## src/rtl/div_pkg.sv

```systemverilog
// Shared types and constants for the divider issue controller and its result FIFO.
package div_pkg;

  typedef enum logic {
    StIdle,
    StDrive
  } state_e;

  typedef struct packed {
    logic [2:0] q;
    logic [2:0] r;
    logic       dbz;
    logic       ovf;
  } result_t;

  localparam int unsigned EntryW = $bits(result_t);

  localparam logic [2:0] Q_SAT = 3'b111;
  localparam logic [2:0] R_ERR = 3'b000;

  // Returns {dbz, ovf}; only Y=1 can push a 4-bit dividend past the 3-bit quotient.
  function automatic logic [1:0] screen(input logic [3:0] x, input logic [1:0] y);
    logic dbz;
    logic ovf;
    dbz = (y == 2'd0);
    ovf = (y == 2'd1) & x[3];
    return {dbz, ovf};
  endfunction

endpackage

```

## src/rtl/div_issue_ctrl_if.sv

```systemverilog
// Request and result handshake bundle between a requester/consumer and the issue controller.
interface div_issue_ctrl_if;
  logic       in_valid;
  logic       in_ready;
  logic [3:0] in_x;
  logic [1:0] in_y;
  logic       out_valid;
  logic       out_ready;
  logic [2:0] out_q;
  logic [2:0] out_r;
  logic       out_dbz;
  logic       out_ovf;

  modport master (
    output in_valid, in_x, in_y, out_ready,
    input  in_ready, out_valid, out_q, out_r, out_dbz, out_ovf
  );

  modport slave (
    input  in_valid, in_x, in_y, out_ready,
    output in_ready, out_valid, out_q, out_r, out_dbz, out_ovf
  );
endinterface

```

## src/rtl/div_result_fifo.sv

```systemverilog
// In-order circular result buffer; head entry is presented combinationally.
module div_result_fifo
  import div_pkg::*;
#(
  parameter int unsigned DEPTH = 2,
  localparam int unsigned PtrW = (DEPTH > 1) ? $clog2(DEPTH) : 1,
  localparam int unsigned CntW = $clog2(DEPTH + 1)
) (
  input  logic            clk,
  input  logic            reset,
  input  logic            i_push,
  input  result_t         i_data,
  input  logic            i_pop,
  output result_t         o_head,
  output logic [CntW-1:0] o_count,
  output logic            o_full,
  output logic            o_empty
);

  result_t         r_mem [DEPTH];
  logic [PtrW-1:0] r_wr;
  logic [PtrW-1:0] r_rd;
  logic [CntW-1:0] r_count;
  logic            w_push;
  logic            w_pop;

  function automatic logic [PtrW-1:0] ptr_next(input logic [PtrW-1:0] p);
    return (p == PtrW'(DEPTH - 1)) ? '0 : p + 1'b1;
  endfunction

  assign o_full  = (r_count == CntW'(DEPTH));
  assign o_empty = (r_count == '0);
  assign o_count = r_count;
  assign o_head  = r_mem[r_rd];

  // Pop on empty and push on full are dropped rather than corrupting the pointers.
  assign w_push = i_push & ~o_full;
  assign w_pop  = i_pop & ~o_empty;

  always_ff @(posedge clk) begin
    if (reset) begin
      r_wr    <= '0;
      r_rd    <= '0;
      r_count <= '0;
      for (int unsigned i = 0; i < DEPTH; i++) begin
        r_mem[i] <= '0;
      end
    end else begin
      if (w_push) begin
        r_mem[r_wr] <= i_data;
        r_wr        <= ptr_next(r_wr);
      end
      if (w_pop) begin
        r_rd <= ptr_next(r_rd);
      end
      if (w_push && !w_pop) begin
        r_count <= r_count + 1'b1;
      end else if (!w_push && w_pop) begin
        r_count <= r_count - 1'b1;
      end
    end
  end

endmodule

```

## src/rtl/div_issue_ctrl.sv

```systemverilog
// Screens divide requests, drives clean operands into the array divider, and buffers results.
module div_issue_ctrl
  import div_pkg::*;
#(
  parameter int unsigned SETTLE = 1,
  parameter int unsigned DEPTH  = 2
) (
  input  logic             clk,
  input  logic             reset,
  div_issue_ctrl_if.slave  bus,
  output logic [3:0]       div_x,
  output logic [1:0]       div_y,
  input  logic [2:0]       div_q,
  input  logic [2:0]       div_r
);

  localparam int unsigned SetW = (SETTLE > 1) ? $clog2(SETTLE) : 1;
  localparam int unsigned CntW = $clog2(DEPTH + 1);

  state_e          r_state;
  logic [SetW-1:0] r_cnt;
  logic [3:0]      r_div_x;
  logic [1:0]      r_div_y;
  result_t         r_hold;

  logic            w_in_ready;
  logic            w_accept;
  logic [1:0]      w_flags;
  logic            w_err;
  logic            w_push;
  result_t         w_push_data;
  logic            w_pop;
  result_t         w_head;
  logic [CntW-1:0] w_count;
  logic            w_full;
  logic            w_empty;

  assign w_in_ready = ~reset & (r_state == StIdle) & ~w_full;
  assign w_accept   = bus.in_valid & w_in_ready;
  assign w_flags    = screen(bus.in_x, bus.in_y);
  assign w_err      = |w_flags;
  assign w_pop      = bus.out_ready & ~w_empty;

  // Error requests bypass the divider; they can never collide with a capture since
  // acceptance only happens in idle.
  always_comb begin
    w_push      = 1'b0;
    w_push_data = '0;
    if (w_accept && w_err) begin
      w_push      = 1'b1;
      w_push_data = '{q: Q_SAT, r: R_ERR, dbz: w_flags[1], ovf: w_flags[0]};
    end else if (r_state == StDrive && r_cnt == '0) begin
      w_push      = 1'b1;
      w_push_data = '{q: div_q, r: div_r, dbz: 1'b0, ovf: 1'b0};
    end
  end

  always_ff @(posedge clk) begin
    if (reset) begin
      r_state <= StIdle;
      r_cnt   <= '0;
      r_div_x <= '0;
      r_div_y <= '0;
      r_hold  <= '0;
    end else begin
      if (w_pop) begin
        r_hold <= w_head;
      end
      unique case (r_state)
        StIdle: begin
          if (w_accept && !w_err) begin
            r_div_x <= bus.in_x;
            r_div_y <= bus.in_y;
            r_cnt   <= SetW'(SETTLE - 1);
            r_state <= StDrive;
          end
        end
        StDrive: begin
          if (r_cnt == '0) begin
            r_state <= StIdle;
          end else begin
            r_cnt <= r_cnt - 1'b1;
          end
        end
        default: r_state <= StIdle;
      endcase
    end
  end

  div_result_fifo #(
    .DEPTH (DEPTH)
  ) u_fifo (
    .clk     (clk),
    .reset   (reset),
    .i_push  (w_push),
    .i_data  (w_push_data),
    .i_pop   (w_pop),
    .o_head  (w_head),
    .o_count (w_count),
    .o_full  (w_full),
    .o_empty (w_empty)
  );

  result_t w_out;
  // While empty the outputs keep showing the last consumed entry instead of stale memory.
  assign w_out         = w_empty ? r_hold : w_head;
  assign bus.in_ready  = w_in_ready;
  assign bus.out_valid = (w_count != '0);
  assign bus.out_q     = w_out.q;
  assign bus.out_r     = w_out.r;
  assign bus.out_dbz   = w_out.dbz;
  assign bus.out_ovf   = w_out.ovf;
  assign div_x         = r_div_x;
  assign div_y         = r_div_y;

endmodule

```

## src/flat_wrapper.sv

```systemverilog
// flat-port wrapper written by rule: the top's interface ports become plain ports
module div_issue_ctrl_flat import div_pkg::*;
#(
  parameter int unsigned SETTLE = 1,
  parameter int unsigned DEPTH  = 2
)
  (clk, reset, div_x, div_y, div_q, div_r, bus_in_valid, bus_in_x, bus_in_y, bus_out_ready, bus_in_ready, bus_out_valid, bus_out_q, bus_out_r, bus_out_dbz, bus_out_ovf);
  div_issue_ctrl_if bus_i ();
  input  logic clk;
  input  logic reset;
  output logic [3:0] div_x;
  output logic [1:0] div_y;
  input  logic [2:0] div_q;
  input  logic [2:0] div_r;
  input wire logic [$bits(bus_i.in_valid)-1:0] bus_in_valid;
  input wire logic [$bits(bus_i.in_x)-1:0] bus_in_x;
  input wire logic [$bits(bus_i.in_y)-1:0] bus_in_y;
  input wire logic [$bits(bus_i.out_ready)-1:0] bus_out_ready;
  output wire logic [$bits(bus_i.in_ready)-1:0] bus_in_ready;
  output wire logic [$bits(bus_i.out_valid)-1:0] bus_out_valid;
  output wire logic [$bits(bus_i.out_q)-1:0] bus_out_q;
  output wire logic [$bits(bus_i.out_r)-1:0] bus_out_r;
  output wire logic [$bits(bus_i.out_dbz)-1:0] bus_out_dbz;
  output wire logic [$bits(bus_i.out_ovf)-1:0] bus_out_ovf;
  assign bus_i.in_valid = bus_in_valid;
  assign bus_i.in_x = bus_in_x;
  assign bus_i.in_y = bus_in_y;
  assign bus_i.out_ready = bus_out_ready;
  assign bus_in_ready = bus_i.in_ready;
  assign bus_out_valid = bus_i.out_valid;
  assign bus_out_q = bus_i.out_q;
  assign bus_out_r = bus_i.out_r;
  assign bus_out_dbz = bus_i.out_dbz;
  assign bus_out_ovf = bus_i.out_ovf;
  div_issue_ctrl #(.SETTLE(SETTLE), .DEPTH(DEPTH)) u_core (.clk(clk), .reset(reset), .bus(bus_i), .div_x(div_x), .div_y(div_y), .div_q(div_q), .div_r(div_r));
endmodule
```

## config.mk

```make
export PLATFORM = sky130hd
export DESIGN_NAME = div_issue_ctrl_flat
export DESIGN_NICKNAME = d
export VERILOG_FILES = /design/src/rtl/div_pkg.sv /design/src/rtl/div_issue_ctrl_if.sv /design/src/rtl/div_result_fifo.sv /design/src/rtl/div_issue_ctrl.sv /design/src/flat_wrapper.sv
export SDC_FILE = /design/constraint.sdc
export NUM_CORES = 1
export LEC_CHECK = 0
export BUFFER_PORTS_ARGS = -buffer_cell sky130_fd_sc_hd__buf_2
export CAP_MARGIN = 5
export CORE_MARGIN = 3
export CORE_UTILIZATION = 58
export DETAILED_ROUTE_END_ITERATION = 7
export PLACE_DENSITY = 0.83
export SLEW_MARGIN = 10
export SYNTH_ARGS = -nofsm -noshare
export SYNTH_HDL_FRONTEND = slang
export SYNTH_SLANG_ARGS = --single-unit
```

## constraint.sdc

```tcl
create_clock -name clk -period 2.85 [get_ports clk]
set_input_delay 0.7125 -clock clk [delete_from_list [all_inputs] [get_ports clk]]
set_output_delay 0.7125 -clock clk [all_outputs]
set_load 0.005 [all_outputs]
```

# After elaboration in Yosys (flattened, before gate mapping)
# Memories as Yosys holds them, arrays and structs flattened. A register that Yosys moved wholly into a read port is not among the register bits.
# Cells that the tools add are included.
dict set report word_totals {
  output_inout_bits 16
  mem_bits_rw 16
  wordCells 72
  mem_count 1
  ff_bits 20
}
dict set report op_classes {
  n_mux 25
  add_sub_neg 5
  eq_ne 3
  n_bitwise 12
  n_reduce_logical 15
}
# name depth width read_ports rd_ports_with_merged_regs wr line_no
set memory_table {}
lappend memory_table {u_core.u_fifo.r_mem 2 8 1 1 2 div_result_fifo.sv:20} ;# result_t r_mem [DEPTH];
# cell n
set ops {}
lappend ops {{8-bit 2-to-1 mux} 4}
lappend ops {{1-bit 2-to-1 mux} 17}
lappend ops {{8-bit OR reduction} 1}
lappend ops {{1-bit AND} 7}
lappend ops {{1-bit logical AND} 5}
lappend ops {{1-bit inverter} 5}
lappend ops {{2-bit zero test} 2}
lappend ops {{2-bit 2-to-1 mux} 2}
lappend ops {{1-bit case mux with 2 select lines} 2}
lappend ops {{2-bit nonzero test} 2}
lappend ops {{1-bit zero test} 3}
lappend ops {{1-bit adder (second input constant)} 2}
lappend ops {{2-bit by 1-bit adder with 2-bit output (second input constant)} 1}
lappend ops {{2-bit by 1-bit equality test with 1-bit output (second input constant)} 1}
lappend ops {{2-bit equality test (second input constant)} 1}
lappend ops {{2-bit inequality test (second input constant)} 1}
lappend ops {{2-bit AND reduction} 1}
lappend ops {{2-bit OR reduction} 1}
lappend ops {{2-bit by 1-bit subtractor with 2-bit output (second input constant)} 1}
lappend ops {{1-bit subtractor (second input constant)} 1}

# Depth between registers and ports, before layout
dict set report depth {
  word_depth 12
  depth_mapped 10
}

# Hierarchy
# From an unflattened synthesis, not the netlist that was laid out.
dict set report unflattened {
  cells_unflattened 168
  hier_area_um2 1710.4
}
# mod cells_per_inst area_per_inst_um2 instances seq_area_each_um2
set by_module_without_submodules {}
lappend by_module_without_submodules {div_result_fifo 77 924.6 1 580.6}
lappend by_module_without_submodules {div_issue_ctrl 91 785.8 1 300.3}

# Worst setup path after synthesis
# OpenSTA, ideal clock, no wires.
dict set report synth_timing {
  path_type {input -> register}
  startpoint {in reset}
  endpoint {mem u_core.u_fifo.r_mem[1][0] (netlist bit), enable pin}
  slack_ns 0.815
  arrival_ns 1.651
  path_stages 3
  setup_time_ns 0.384
  path_cell_list {inv_1 > nand3_1 > o21ai_0}
}
# element line_no
set synth_rtl {}
lappend synth_rtl {{from (decl)} flat_wrapper.sv:10} ;# input logic reset;
lappend synth_rtl {{to (decl)} div_result_fifo.sv:20}

==> out/metrics.sh <==
STATUS='finished, final reports clean'
NUMBER_OF_VIAS_AFTER_DETAILED_ROUTING=1254
POSTCTSSETUPBUFFERS=0
HOLDPATHSTAGES=2
PROPORTION_OF_SYNTHESIZED_FLIP_FLOPS_HAVING_ASYNCHRONOUS_SET_OR_RESET_PCT=0
CRITICAL_PATH.STARTPOINT_TYPE='register'
AVGROUTEDWIREPERCELL_MICRONS=14.4
FINAL_COMMON_CELL='sky130_fd_sc_hd__nor2_1'
POST_CTS_HOLD_BUFFER_COUNT=0
GRT-OVFL-TOTAL=0
CTS_BUFFER_DEPTH=2
POST_CTS.RESIZED_INSTANCES=0
CTS_SINKS=36
FINALWEIGHTEDCONGESTION=0.843
SYN_AVG_CELL_AREA_SQ_UM=10.4
LEAKAGE_nW=0.761
CRIT_FANOUT=8
CPPEAKSTAGEDELAY_PS=630
MAX_CLOCK_FREQ_GHz=0.430
WORST_PATH_MAX_DELAY_CELL='sky130_fd_sc_hd__dfxtp_1'
SYNTH_TOP_AREA_SHARE_PCT=29.3
WIRELENGTH_MICRONS=3150
PATH_CLASS='register to output port'
LAYOUT-DRIVE-GT1-SHARE_PCT=26.5
HOLD_VIOL=0
DIE_HEIGHT_MICRONS=59.1
HOLD-PATH-ENDPOINT='u_core.div_x[0]$_SDFFE_PP0P_'
YOSYSWARNINGS=0
VDD_IR_DROP_MAX_V=0.000747
R2R_SLACK_PS=770
POWER-PER-CELL-AREA_nW_PER_UM2=882
FINISH.INSTANCE_AREA_SQ_UM=1840
PRE_CTS_WS_PS=357
SYNTH_TOP_CELLS_BY_AREA='sky130_fd_sc_hd__edfxtp_1 29%, sky130_fd_sc_hd__dfxtp_1 24%, sky130_fd_sc_hd__mux2i_1 7.9%, sky130_fd_sc_hd__nor2_1 7.8%, sky130_fd_sc_hd__a211oi_2 6.1%'
POSTSYNTHNETCOUNT=174
POSTPLACECELLAREA_SQ_UM=1780
H-TREE-DEPTH=2
VIAS_PER_CELL=5.73
FINALCLOCKSKEW_PS=18.3
SYNTH.YOSYS.SEQ_AREA_SHARE_PCT=53.8
YOSYS_MOST_USED_DFF='sky130_fd_sc_hd__dfxtp_1'
CRITICAL_PATH_BUFFER_AND_INVERTER_COUNT=1
CRITICAL_PATH.REG2REG.STARTPOINT='u_core.u_fifo.o_count[0]$_SDFFE_PP0P_'
DP_HPWL_MICRONS=2320
POST-ROUTE-WORST-SETUP-SLACK_PS=524
PLACE_INST=211
TOTALPOWERFINAL_mW=1.62
TIMING_WORST_SLEW_PIN_VALUE_PS=515
MAXSLEWHEADROOM_PCT=65.7
START_UTIL_PCT=63.2
ACCUMULATED_NEGATIVE_SETUP_SLACK_PS=0
TIMING.FINAL.SETUP_VIOLATIONS=0
CORE.ROWCOUNT=18
GRT_ANTENNA_BEFORE_REPAIR=0
GLOBAL_ROUTE_WIRE_LENGTH_BEFORE_REPAIR_MICRONS=5390
FIRST_GLOBAL_VIAS=1181
FP.DIEAREA_SQ_UM=3500
NETLIST_INSTANCES=157
AREA.GROWTH.SYNTH_TO_FINAL_PCT=12.5
POST-ROUTE-MIN-PERIOD_PS=2330
TYPE_OF_THE_WORST_MIN_DELAY_PATH='register to register'
CRITPATHTOPFAMILY='flip-flops'
CLK-INSERTION-DELAY-LATE_PS=350
MAX-CAP-VIOLATIONS=0
MAPPEDNETLISTAREA_SQ_UM=1640
LARGEST_NET_DEGREE_AT_THE_START_OF_GLOBAL_ROUTING=23
CLK_PIN_SLEW_WORST_PATHS_PS=100
IO_BUFFERS=31
PIN_COUNT=32
FINAL_ANTENNA_NET_COUNT=0
CRIT_PATH_END_KIND='output port'
YS_SEQ_ELEMENTS=36
LAYOUT.CELLS.MOST_COMMON_LIST='34 x sky130_fd_sc_hd__nor2_1, 31 x sky130_fd_sc_hd__buf_2, 20 x sky130_fd_sc_hd__dfxtp_1'
DIODES=0
TRITONCTS.NUM_BUFFERS=5
DETAILEDROUTE.FIRSTITERATIONVIOLATIONS=39
DETAILEDROUTE.FIRSTPASSITERATIONCOUNT=4
POST-SYNTH-TOP-AREA-CELL='sky130_fd_sc_hd__edfxtp_1'
CRIT_CHAIN='mux2i_1 > a21oi_1 > buf_2'
CTS_TREE='yes'
TIMING.CRITICAL_PATH.REQUIRED_PS=2140
SYNTH_EDF_COUNT=16
ARRIVAL_PS=1610
DESIGN.FINAL.NETS=205
FINAL_CELLS=219
RSZ0062_AT_GRT='false'
CLK_ROOT_BUFFER_CELL='sky130_fd_sc_hd__clkbuf_4'
SLEW_VIOL_FINAL=0
FINALCRITPERIODSHARE_PCT=81.6
SYNTH.LIB_CELLS_USED.DISTINCT=32
HOLD_PATH_STARTPOINT='u_core.div_x[0]$_SDFFE_PP0P_'
CHIPWIDTH_MICRONS=59.1
RR_ENDPOINT='u_core.u_fifo.o_count[1]$_SDFFE_PP0P_'
OVERALL_GLOBAL_ROUTING_USAGE_PCT=20.6
R2R_CELLS=7
CORE_SQ_UM=2590
ROUTE.DETAILED.DRC=0
==> worst max-delay path by stage <==
stage	slack [ps]	cells after the start	end	start
finish	520	3	bus_out_q[1]	register
global route	420	3	bus_out_q[0]	register
CTS	510	3	bus_out_q[2]	register
detailed placement	360	7	u_core.u_fifo.o_count[1]$_SDFFE_PP0P_	reset
global placement	450	7	u_core.u_fifo.o_count[1]$_SDFFE_PP0P_	reset
floorplan	810	3	u_core.u_fifo.r_mem[1][0]$_SDFFCE_PN0P_	reset
==> cell type report <==
cell class | instances | area (sq um)
tap | 30 | 37.5
sequential | 36 | 881
clock inverter | 1 | 3.75
multi-input combinational | 108 | 679
clock buffer | 7 | 55.1
fill | 209 | 748
inverter | 4 | 15.0
timing repair buffer | 33 | 170
==> tightest hold or removal path, stage by stage (launching register included) <==
cell and delay, ps:
sky130_fd_sc_hd__dfxtp_1 340, sky130_fd_sc_hd__mux2i_1 70, sky130_fd_sc_hd__nor2_1 80
==> per-stage QoR <==
| stage | util, % | hold WS [ps] |
|---|---|---|
| CTS | 71.1 | 520 |
| global route | 71.1 | 553 |
| finish | 71.1 | 513 |
| floorplan | - | 471 |
| detailed placement | 68.8 | 493 |
| global placement | 68.8 | 472 |
==> per-layer routing <==
metal  track usage, %  vias up  wire length [microns]
met5                0        -                      0
met4             7.77        0                     38
met3             5.45        5                    175
met2             33.0       32                   1540
met1             26.6      599                   1400
li1                 -      618                      -
==> flip-flops by register name, summed over array words and instances (netlist names), named ones only <==
register               flops
u_core.u_fifo.r_mem       16
u_core.r_hold              8
u_core.div_x               4
u_core.div_y               2
u_core.u_fifo.o_count      2
u_core.r_state             1
u_core.u_fifo.r_rd         1
u_core.u_fifo.r_wr         1
==> report_power, final <==
part	internal [mW]	switching, mW
Sequential	0.640	0.0740
Clock	0.118	0.164
Combinational	0.279	0.349
==> logic make-up after synthesis <==
logic type                 after synthesis  share of synthesized area (%)
DFF                                     36                           53.8
buffers and inverters                   13                           4.74
and+or+nand+nor                         60                           16.6
adders and majority gates                1                          0.764
muxes                                   13                           7.94
AOI/OAI and AO/OA                       31                           14.6
xor gates and xnor gates                 3                           1.60
==> synth_stat cells (2+ instances only) <==
cell / count
sky130_fd_sc_hd__nand2_1: 7
sky130_fd_sc_hd__o21a_1: 2
sky130_fd_sc_hd__mux2i_1: 13
sky130_fd_sc_hd__nand3_1: 3
sky130_fd_sc_hd__a211oi_2: 8
sky130_fd_sc_hd__o21ai_0: 3
sky130_fd_sc_hd__or3_1: 4
sky130_fd_sc_hd__nor2_1: 34
sky130_fd_sc_hd__nor4_1: 2
sky130_fd_sc_hd__xor2_1: 2
sky130_fd_sc_hd__clkbuf_1: 3
sky130_fd_sc_hd__nor3_1: 3
sky130_fd_sc_hd__a21oi_1: 14
sky130_fd_sc_hd__buf_6: 2
sky130_fd_sc_hd__nand2b_1: 2
sky130_fd_sc_hd__buf_2: 2
sky130_fd_sc_hd__dfxtp_1: 20
sky130_fd_sc_hd__edfxtp_1: 16
sky130_fd_sc_hd__inv_1: 4
No activity file was read; power rests on OpenSTA's default activity.
